`src/rtl/keypad_pkg.sv`:
```
// Shared definitions for the 4x4 keypad entry path.
//   state_e       : entry FSM state encoding
//   KEY_STAR/HASH : raw key codes {row, col} of the backspace and clear keys
//   REPEAT_*      : auto-repeat intervals in 1 ms ticks (first repeat, then period)
//   key_digit()   : raw key code -> {is_digit, bcd}
//   row_decode()  : active-low row pattern -> {valid, row_idx}; two or more low rows are invalid
package keypad_pkg;

  typedef enum logic [2:0] {
    StScan,
    StDebounce,
    StAccept,
    StHold,
    StRelease
  } state_e;

  localparam logic [3:0] KEY_STAR     = 4'hC;
  localparam logic [3:0] KEY_HASH     = 4'hE;
  localparam logic [8:0] REPEAT_FIRST = 9'd500;
  localparam logic [8:0] REPEAT_NEXT  = 9'd100;

  // Layout: r0 = 1 2 3 A, r1 = 4 5 6 B, r2 = 7 8 9 C, r3 = * 0 # D.
  function automatic logic [4:0] key_digit(input logic [3:0] code);
    logic [4:0] res;
    res = 5'h00;
    case (code)
      4'h0: res = {1'b1, 4'd1};
      4'h1: res = {1'b1, 4'd2};
      4'h2: res = {1'b1, 4'd3};
      4'h4: res = {1'b1, 4'd4};
      4'h5: res = {1'b1, 4'd5};
      4'h6: res = {1'b1, 4'd6};
      4'h8: res = {1'b1, 4'd7};
      4'h9: res = {1'b1, 4'd8};
      4'hA: res = {1'b1, 4'd9};
      4'hD: res = {1'b1, 4'd0};
      default: res = 5'h00;
    endcase
    return res;
  endfunction

  function automatic logic [2:0] row_decode(input logic [3:0] rows);
    logic [2:0] res;
    res = 3'b000;
    unique case (rows)
      4'b1110: res = {1'b1, 2'd0};
      4'b1101: res = {1'b1, 2'd1};
      4'b1011: res = {1'b1, 2'd2};
      4'b0111: res = {1'b1, 2'd3};
      default: res = 3'b000;
    endcase
    return res;
  endfunction

endpackage

```
`src/rtl/ms_tick_gen.sv`:
```
// 1 ms time base: free-running counter 0..T1MS, tick high while the counter sits at T1MS.
//   CLK  : system clock
//   RST  : synchronous active-high reset
//   tick : one-cycle strobe per period
module ms_tick_gen #(
  parameter logic [15:0] T1MS = 16'd49999
) (
  input  logic CLK,
  input  logic RST,
  output logic tick
);

  logic [15:0] c1_q, c1_d;

  assign tick = (c1_q == T1MS);

  always_comb begin
    c1_d = tick ? 16'd0 : c1_q + 16'd1;
  end

  always_ff @(posedge CLK) begin
    if (RST) begin
      c1_q <= 16'd0;
    end else begin
      c1_q <= c1_d;
    end
  end

endmodule

```
`src/rtl/keypad_entry_module.sv`:
```
// 4x4 active-low matrix keypad scanner with debounce, assembling a 6-digit BCD number.
//   CLK        : system clock
//   RST        : synchronous active-high reset
//   Row_Sig    : keypad rows, pulled up, low = key closed on the driven column
//   Col_Data   : column drive, one-hot-low
//   Number_Sig : assembled BCD value, [23:20] most significant digit
//   Key_Code   : {row_idx, col_idx} of the last accepted key
//   Key_Valid  : one-cycle pulse per accepted key
// Optional feature: define KEY_REPEAT_EN for auto-repeat of digit and '*' keys while held.
module keypad_entry_module
  import keypad_pkg::*;
#(
  parameter logic [15:0] T1MS        = 16'd49999,
  parameter logic [4:0]  DEBOUNCE_MS = 5'd20
) (
  input  logic        CLK,
  input  logic        RST,
  input  logic [3:0]  Row_Sig,
  output logic [3:0]  Col_Data,
  output logic [23:0] Number_Sig,
  output logic [3:0]  Key_Code,
  output logic        Key_Valid
);

  logic        tick;
  logic [3:0]  row_meta_q, row_sync_q;
  state_e      state_q, state_d;
  logic [1:0]  col_idx_q, col_idx_d;
  logic [1:0]  row_idx_q, row_idx_d;
  logic [3:0]  row_lat_q, row_lat_d;
  logic [4:0]  cnt_q, cnt_d;
  logic [3:0]  col_data_q, col_data_d;
  logic [23:0] number_q, number_d;
  logic [3:0]  key_code_q, key_code_d;
  logic        key_valid_q, key_valid_d;
  logic [2:0]  row_dec;
  logic [4:0]  digit;
  logic        all_high;
`ifdef KEY_REPEAT_EN
  logic [8:0]  rpt_cnt_q, rpt_cnt_d, rpt_next;
  logic        rpt_first_q, rpt_first_d;
  logic [4:0]  held_digit;
  logic        repeatable;
`endif

  ms_tick_gen #(
    .T1MS(T1MS)
  ) u_ms_tick_gen (
    .CLK (CLK),
    .RST (RST),
    .tick(tick)
  );

  assign row_dec  = row_decode(row_sync_q);
  assign all_high = (row_sync_q == 4'hF);

  // Rows are asynchronous to CLK; resynchronise before sampling.
  always_ff @(posedge CLK) begin
    if (RST) begin
      row_meta_q <= 4'hF;
      row_sync_q <= 4'hF;
    end else begin
      row_meta_q <= Row_Sig;
      row_sync_q <= row_meta_q;
    end
  end

  always_ff @(posedge CLK) begin
    if (RST) begin
      state_q     <= StScan;
      col_idx_q   <= 2'd0;
      row_idx_q   <= 2'd0;
      row_lat_q   <= 4'hF;
      cnt_q       <= 5'd0;
      col_data_q  <= 4'b1110;
      number_q    <= 24'h0;
      key_code_q  <= 4'h0;
      key_valid_q <= 1'b0;
`ifdef KEY_REPEAT_EN
      rpt_cnt_q   <= 9'd0;
      rpt_first_q <= 1'b1;
`endif
    end else begin
      state_q     <= state_d;
      col_idx_q   <= col_idx_d;
      row_idx_q   <= row_idx_d;
      row_lat_q   <= row_lat_d;
      cnt_q       <= cnt_d;
      col_data_q  <= col_data_d;
      number_q    <= number_d;
      key_code_q  <= key_code_d;
      key_valid_q <= key_valid_d;
`ifdef KEY_REPEAT_EN
      rpt_cnt_q   <= rpt_cnt_d;
      rpt_first_q <= rpt_first_d;
`endif
    end
  end

  always_comb begin
    state_d   = state_q;
    col_idx_d = col_idx_q;
    row_idx_d = row_idx_q;
    row_lat_d = row_lat_q;
    cnt_d     = cnt_q;
`ifdef KEY_REPEAT_EN
    rpt_cnt_d   = rpt_cnt_q;
    rpt_first_d = rpt_first_q;
    rpt_next    = rpt_cnt_q + 9'd1;
    held_digit  = key_digit(key_code_q);
    repeatable  = held_digit[4] || (key_code_q == KEY_STAR);
`endif
    unique case (state_q)
      StScan: begin
        if (tick) begin
          if (row_dec[2]) begin
            state_d   = StDebounce;
            row_lat_d = row_sync_q;
            row_idx_d = row_dec[1:0];
            cnt_d     = 5'd1;
          end else begin
            col_idx_d = col_idx_q + 2'd1;
          end
        end
      end
      StDebounce: begin
        if (tick) begin
          if (row_sync_q != row_lat_q) begin
            state_d   = StScan;
            col_idx_d = col_idx_q + 2'd1;
            cnt_d     = 5'd0;
          end else if (cnt_q >= DEBOUNCE_MS) begin
            // Accept lands DEBOUNCE_MS ticks after the first valid sample.
            state_d = StAccept;
            cnt_d   = 5'd0;
`ifdef KEY_REPEAT_EN
            rpt_first_d = 1'b1;
`endif
          end else begin
            cnt_d = cnt_q + 5'd1;
          end
        end
      end
      StAccept: begin
        state_d = StHold;
`ifdef KEY_REPEAT_EN
        rpt_cnt_d = 9'd0;
`endif
      end
      StHold: begin
        if (tick) begin
          if (all_high) begin
            state_d = StRelease;
            cnt_d   = 5'd1;
          end
`ifdef KEY_REPEAT_EN
          else begin
            rpt_cnt_d = rpt_next;
            if (repeatable && (rpt_next == (rpt_first_q ? REPEAT_FIRST : REPEAT_NEXT))) begin
              state_d     = StAccept;
              rpt_first_d = 1'b0;
            end
          end
`endif
        end
      end
      StRelease: begin
        if (tick) begin
          if (!all_high) begin
            state_d = StHold;
            cnt_d   = 5'd0;
          end else if (cnt_q >= DEBOUNCE_MS) begin
            state_d   = StScan;
            col_idx_d = col_idx_q + 2'd1;
            cnt_d     = 5'd0;
          end else begin
            cnt_d = cnt_q + 5'd1;
          end
        end
      end
      default: state_d = StScan;
    endcase
  end

  // Output registers load from next-state so Key_Valid, Key_Code and Number_Sig move together.
  always_comb begin
    col_data_d  = ~(4'b0001 << col_idx_d);
    key_valid_d = (state_d == StAccept);
    key_code_d  = key_code_q;
    number_d    = number_q;
    digit       = key_digit({row_idx_d, col_idx_d});
    if (key_valid_d) begin
      key_code_d = {row_idx_d, col_idx_d};
      if (digit[4]) begin
        number_d = {number_q[19:0], digit[3:0]};
      end else if (key_code_d == KEY_STAR) begin
        number_d = {4'h0, number_q[23:4]};
      end else if (key_code_d == KEY_HASH) begin
        number_d = 24'h0;
      end
    end
  end

  assign Col_Data   = col_data_q;
  assign Number_Sig = number_q;
  assign Key_Code   = key_code_q;
  assign Key_Valid  = key_valid_q;

endmodule

```
`config.mk`:
```
export PLATFORM = sky130hd
export DESIGN_NAME = keypad_entry_module
export DESIGN_NICKNAME = d
export VERILOG_FILES = /design/src/rtl/keypad_pkg.sv /design/src/rtl/ms_tick_gen.sv /design/src/rtl/keypad_entry_module.sv
export SDC_FILE = /design/constraint.sdc
export NUM_CORES = 1
export LEC_CHECK = 0
export CAP_MARGIN = 20
export CORE_MARGIN = 2
export CORE_UTILIZATION = 45
export DETAILED_ROUTE_END_ITERATION = 7
export PLACE_DENSITY = 0.71
export SYNTH_ARGS = -nofsm -noshare
export SYNTH_HDL_FRONTEND = slang
export SYNTH_SLANG_ARGS = --single-unit
```
`constraint.sdc`:
```
create_clock -name CLK -period 4.2 [get_ports CLK]
set_input_delay 0.63 -clock CLK [delete_from_list [all_inputs] [get_ports CLK]]
set_output_delay 0.63 -clock CLK [all_outputs]
set_load 0.01 [all_outputs]
```
==> results of run 1 <==
-- registers in the layout, indices dropped and copies added (netlist names) --
| name | count |
|---|---|
| u_ms_tick_gen.c1_q | 16 |
| row_sync_q | 4 |
| col_idx_q | 2 |
| Key_Code | 4 |
| row_idx_q | 2 |
| Key_Valid | 1 |
| row_meta_q | 4 |
| Col_Data | 4 |
| cnt_q | 5 |
| row_lat_q | 4 |
| state_q | 3 |
| Number_Sig | 24 |
-- worst max-delay path by stage --
stage               slack (ps)  depth (start not counted)            end                  start
floorplan                 1380                         14  Number_Sig[5]  u_ms_tick_gen.c1_q[0]
global placement           690                         13  Number_Sig[2]  u_ms_tick_gen.c1_q[0]
detailed placement         580                         13  Number_Sig[2]  u_ms_tick_gen.c1_q[0]
CTS                        560                         13  Number_Sig[2]  u_ms_tick_gen.c1_q[0]
global route               170                         13  Number_Sig[2]  u_ms_tick_gen.c1_q[0]
finish                     510                         11  Number_Sig[2]          row_sync_q[3]
-- routing by layer --
| layer | GRT usage | routed length, um | vias to the layer above | share of wire |
|---|---|---|---|---|
| li1 | - | - | 1485 | - |
| met1 | 0.232 | 3410 | 1373 | 0.47 |
| met2 | 0.288 | 3460 | 82 | 0.47 |
| met3 | 0.0378 | 317 | 10 | 0.043 |
| met4 | 0.0833 | 106 | 0 | 0.015 |
| met5 | 0 | 0 | - | 0 |
-- final cells by class --
cell class                 instances  area share
clock buffer                      10      0.0334
timing repair buffer              42      0.0985
multi-input combinational        295       0.450
sequential                        73       0.355
clock inverter                     6      0.0219
inverter                          11      0.0100
tap                              102      0.0310
-- Yosys cell counts, types with 7 or more instances --
cell	instances	share of area
nor2_1	41	0.044
mux2i_1	8	0.023
o21ai_0	13	0.019
nand2b_1	11	0.020
or2_2	10	0.018
inv_1	10	0.011
xnor2_1	9	0.023
xor2_1	7	0.018
nand2_1	36	0.039
dfxtp_1	73	0.42
a21oi_1	18	0.026
nand3_1	45	0.065
nand4_1	7	0.013
clkbuf_1	12	0.013
a31oi_1	18	0.032
ha_1	8	0.029
-- power by group --
part | total (mW) | switching [mW] | leakage [nW] | internal, mW
registers | 0.709 | 0.00950 | 0.591 | 0.700
clock network | 0.627 | 0.275 | 0.113 | 0.353
logic | 0.0624 | 0.0367 | 0.704 | 0.0257
total | 1.40 | 0.321 | 1.41 | 1.08
-- layout by cell type, fill, tap and decap left out, types with 2 or more instances in the layout --
cell and instances:
dfxtp_1 73, nand3_1 45, nor2_1 41, clkdlybuf4s50_1 37
nand2_1 36, a31oi_1 18, a21oi_1 18, o21ai_0 13
nand2b_1 11, inv_1 10, or2_2 10, clkbuf_8 10
xnor2_1 9, mux2i_1 8, ha_1 8, nand4_1 7
xor2_1 7, or3_1 6, a211oi_1 6, and3_1 4
buf_4 4, nor2b_1 3, nand4b_1 2, nor4b_2 2
o211ai_1 2, and2_4 2, o21ai_1 2, and2_1 2
nand3b_1 2, or4_1 2, nor3_1 2, bufinv_16 2
-- cell families after synthesis --
kind of cell	share of synthesized area
fa+ha+maj	0.0287
flops	0.419
compound gates	0.149
xor+xnor	0.0448
buf+inv	0.0527
mux	0.0312
simple gates	0.275
-- per-stage QoR --
step,total power [mW],instances
2_1_floorplan,0.772,404
3_3_place_gp,0.786,523
3_5_place_dp,0.788,523
4_1_cts,1.41,539
5_1_grt,1.45,539
6_report,1.40,539
==> flow_metrics.env, run 1 <==
export IMPL_insertion_delay_ps=350
export IMPL_critPathMaxStageDelay_ps=830
export IMPL_fin_util=0.541
export IMPL_finalSetupTns_ps=0
export IMPL_hold_viol_final=0
export IMPL_max_vdd_ir_drop_mv=0.167
export IMPL_holdPathStages=1
export IMPL_path_delay_family="compound AO/OA/AOI/OAI gates"
export IMPL_antenna_found_initial=0
export IMPL_cts_buffer_depth=2
export IMPL_cp_arrival_ps=3900
export IMPL_rrSetupSlack_ps=510
export IMPL_slowest_stage="o311ai_4"
export IMPL_endpoint_kind="flop"
export IMPL_row_count=32
export IMPL_fin_crit_sh=0.878
export IMPL_io_buffers=38
export IMPL_fillCellCount=703
export IMPL_pre_cts_ws_ps=584
export IMPL_hp_start="row_meta_q[1]"
export IMPL_multi_input_area_um2=1850
export IMPL_clkTransAtPathRegs_ps=80
export IMPL_clock_sinks=73
export IMPL_outcome="finished clean"
export IMPL_overflow=0
export IMPL_drt_first_iter_violations=220
export IMPL_synth_seq_area_share=0.419
export IMPL_hold_path_class="reg2reg"
export IMPL_boundaryPins=39
export IMPL_die_x_um=92.1
export IMPL_insertedDiodeCount=0
export IMPL_grt_max_degree=60
export IMPL_crit_path_frequent_cell="nor2_1"
export IMPL_setup_ws_ps=514
export IMPL_grtUsageTotal=0.180
export IMPL_seq_area_um2=1460
export IMPL_postPlaceCellArea_um2=3890
export IMPL_die_area_um2=8480
export IMPL_viasPerCell=5.47
export IMPL_ant_nets=0
export IMPL_cts_resized=0
export IMPL_whs_ps=417
export IMPL_critPathRequiredTime_ps=4410
export IMPL_drive_above_1_share=0.105
export IMPL_synth_avg_cell_area_um2=8.64
export IMPL_tightest_slew_ps=998
export IMPL_drt_pass1_iterations=4
export IMPL_start_util=0.459
export IMPL_routed_wirelength_um=7290
export IMPL_numCtsBuffers=9
export IMPL_syn_cell_area_um2=3490
export IMPL_synth_edff_count=0
export IMPL_cap_viol_max_count=0
export IMPL_timing_final_crit_period_ps=3690
export IMPL_rr_worst_depth=11
export IMPL_globalplace_congestion=0.847
export IMPL_hold_end="row_sync_q[1]"
export IMPL_cp_cell_sequence="nand4_1 -> o311ai_1 -> nand4_2 -> xor2_2 -> inv_1 -> ha_1 -> nor2_1 -> o21ai_1 -> o311ai_4 -> mux2i_1 -> nor2_1"
export IMPL_synthesis_nets=418
export IMPL_stdcell_area_um2=4120
export IMPL_area_growth_pct=18.0
export IMPL_path_buf_inv=1
export IMPL_die_h_um=92.1
export IMPL_rsz0062_at_grt="no"
export IMPL_setup_worst_path_class="reg2reg"
export IMPL_power_leakage_nw=1.41
export IMPL_synthArstFlopShare=0
export IMPL_ctsHtreeMaxLevel=3
export IMPL_routed_via_count=2950
export IMPL_finalClockSkew_ps=17.5
export IMPL_cts_tree="yes"
export IMPL_core_um2=7610
export IMPL_r2r_end="Number_Sig[2]"
export IMPL_grt_pass1_vias=2695
export IMPL_cts_hold_buffers=0
export IMPL_ys_types=60
export IMPL_syn_inst=404
export IMPL_critPathMaxFanout=25
export IMPL_hpwl_um=4770
export IMPL_yosys_register_bits=73
export IMPL_wl_per_cell_um=13.5
export IMPL_drc_errors=0
export IMPL_fin_nets=446
export IMPL_finalSetupViolCount=0
export IMPL_grt_pass1_wl_um=12400
export IMPL_max_slew_margin=0.333
export IMPL_p_per_area_nw_per_um2=340
export IMPL_slew_viol_final=0
export IMPL_cts_setup_buffers=0
export IMPL_startpoint_type="flop"
export IMPL_yosysWarnings=0
export IMPL_synth_ff_type="dfxtp_1"
export IMPL_fmaxAchievable_mhz=271
export IMPL_root_buffer="clkbuf_8"
export IMPL_rr_startpoint="row_sync_q[3]"
(Power assumes the default switching activity.)
==> run 2, diff against run 1 <==
--- a/config.mk
+++ b/config.mk
@@ -5,6 +5,7 @@
 export SDC_FILE = /design/constraint.sdc
 export NUM_CORES = 1
 export LEC_CHECK = 0
+export ABC_CLOCK_PERIOD_IN_PS = 4200
 export CAP_MARGIN = 20
 export CORE_MARGIN = 2
 export CORE_UTILIZATION = 45
==> results of run 2 <==
Final layout, timing and power as in run 1 (identical DEF).
==> run 3, diff against run 2 <==
--- a/config.mk
+++ b/config.mk
@@ -9,8 +9,11 @@
 export CAP_MARGIN = 20
 export CORE_MARGIN = 2
 export CORE_UTILIZATION = 45
+export CTS_CLUSTER_SIZE = 30
 export DETAILED_ROUTE_END_ITERATION = 7
+export MAX_ROUTING_LAYER = met4
 export PLACE_DENSITY = 0.71
+export SLEW_MARGIN = 20
 export SYNTH_ARGS = -nofsm -noshare
 export SYNTH_HDL_FRONTEND = slang
 export SYNTH_SLANG_ARGS = --single-unit
==> flow_metrics.env, run 3 (same netlist as run 1, synthesis figures left out) <==
export IMPL_antenna_found_initial=0
export IMPL_timing_final_crit_period_ps=3690
export IMPL_boundaryPins=39
export IMPL_fin_cells=539
export IMPL_rrSetupSlack_ps=510
export IMPL_fillCellCount=703
export IMPL_tightest_slew_ps=997
export IMPL_grt_pass1_wl_um=12400
export IMPL_routed_via_count=2928
export IMPL_seq_area_um2=1460
export IMPL_root_buffer="clkbuf_8"
export IMPL_viasPerCell=5.43
export IMPL_slew_viol_final=0
export IMPL_cp_arrival_ps=3900
export IMPL_hpwl_um=4770
export IMPL_dp_cells=523
export IMPL_fin_nets=446
export IMPL_routed_wirelength_um=7240
export IMPL_p_per_area_nw_per_um2=339
export IMPL_drt_pass1_iterations=4
export IMPL_globalplace_congestion=0.861
export IMPL_insertion_delay_ps=350
export IMPL_wl_per_cell_um=13.4
export IMPL_max_vdd_ir_drop_mv=0.167
export IMPL_core_um2=7610
export IMPL_finalClockSkew_ps=14.3
export IMPL_outcome="finished clean"
export IMPL_cts_buffer_depth=2
export IMPL_cts_tree="yes"
export IMPL_layout_commonest_cell="dfxtp_1"
export IMPL_ctsHtreeMaxLevel=3
export IMPL_io_buffers=38
export IMPL_finalSetupViolCount=0
export IMPL_die_x_um=92.1
export IMPL_max_slew_margin=0.334
export IMPL_drive_above_1_share=0.105
export IMPL_endpoint_kind="flop"
export IMPL_rr_startpoint="row_sync_q[3]"
export IMPL_total_power_mw=1.40
export IMPL_hold_path_class="reg2reg"
export IMPL_rr_worst_depth=11
export IMPL_numCtsBuffers=9
export IMPL_largest_reg_flops=24
export IMPL_cts_resized=0
export IMPL_cap_viol_max_count=0
export IMPL_r2r_end="Number_Sig[2]"
export IMPL_layout_common_cells="dfxtp_1 (73), nand3_1 (45), nor2_1 (41)"
export IMPL_drt_first_iter_violations=226
export IMPL_die_h_um=92.1
export IMPL_critPathCapture="Number_Sig[2]"
export IMPL_critPathMaxFanout=25
export IMPL_critPathLaunch="row_sync_q[3]"
export IMPL_finalSetupTns_ps=0
export IMPL_fin_crit_sh=0.879
export IMPL_start_util=0.459
export IMPL_rsz0062_at_grt="no"
export IMPL_setup_worst_path_class="reg2reg"
export IMPL_die_area_um2=8480
export IMPL_multi_input_area_um2=1850
export IMPL_fmaxAchievable_mhz=271
export IMPL_overflow=0
export IMPL_area_growth_pct=18.0
export IMPL_drc_errors=0
export IMPL_grt_max_degree=60
export IMPL_ant_nets=0
export IMPL_clock_sinks=73
export IMPL_power_leakage_nw=1.41
export IMPL_grt_pass1_vias=2692
export IMPL_cts_setup_buffers=0
export IMPL_critPathRequiredTime_ps=4410
export IMPL_clkTransAtPathRegs_ps=80
export IMPL_startpoint_type="flop"
export IMPL_hold_viol_final=0
export IMPL_cts_hold_buffers=0
export IMPL_grtUsageTotal=0.185
export IMPL_insertedDiodeCount=0
export IMPL_row_count=32
-- run 3: how the worst min path moves through the flow --
stage                  start            end  depth (start not counted)
2_1_floorplan  row_meta_q[0]  row_sync_q[0]                          1
4_1_cts        row_meta_q[1]  row_sync_q[1]                          1
3_3_place_gp   row_meta_q[1]  row_sync_q[1]                          1
6_report       row_meta_q[1]  row_sync_q[1]                          1
3_5_place_dp   row_meta_q[3]  row_sync_q[3]                          1
5_1_grt        row_meta_q[2]  row_sync_q[2]                          1
-- run 3: worst max-delay path: stages, from the launching register on --
cell	delay [ps]
dfxtp_1	490
nand4_1	330
o311ai_1	380
nand4_2	190
xor2_2	390
inv_1	170
ha_1	250
nor2_1	100
o21ai_1	90
o311ai_4	830
mux2i_1	280
nor2_1	60
-- run 3: power breakdown --
group / switching [mW] / internal, mW / total, mW
clock network: 0.273 / 0.353 / 0.625
registers: 0.00955 / 0.700 / 0.709
logic: 0.0367 / 0.0257 / 0.0623
-- run 3: metal layers --
layer / track usage / part of all wire / wire length (um) / vias to the layer above
li1: - / - / - / 1480
met1: 0.233 / 0.47 / 3390 / 1372
met2: 0.287 / 0.48 / 3460 / 64
met3: 0.0403 / 0.036 / 264 / 12
met4: 0.0833 / 0.018 / 128 / 0
met5: - / 0 / 0 / -
-- run 3: layout make-up --
type / instances / share of cell area
well taps: 102 / 0.0310
repair buffers: 42 / 0.0985
clock inverters: 6 / 0.0219
clock buffers: 10 / 0.0334
multi-input cells: 295 / 0.450
inverters: 11 / 0.0100
flip-flops and latches: 73 / 0.355
-- run 3: through the flow --
step	cell area (um^2)	setup WS, ps	utilization	hold slack [ps]
2_1_floorplan	3490	1380	-	389
3_3_place_gp	3890	688	0.511	392
3_5_place_dp	3890	584	0.511	401
4_1_cts	4120	560	0.541	423
5_1_grt	4120	169	0.541	433
6_report	4120	509	0.541	417
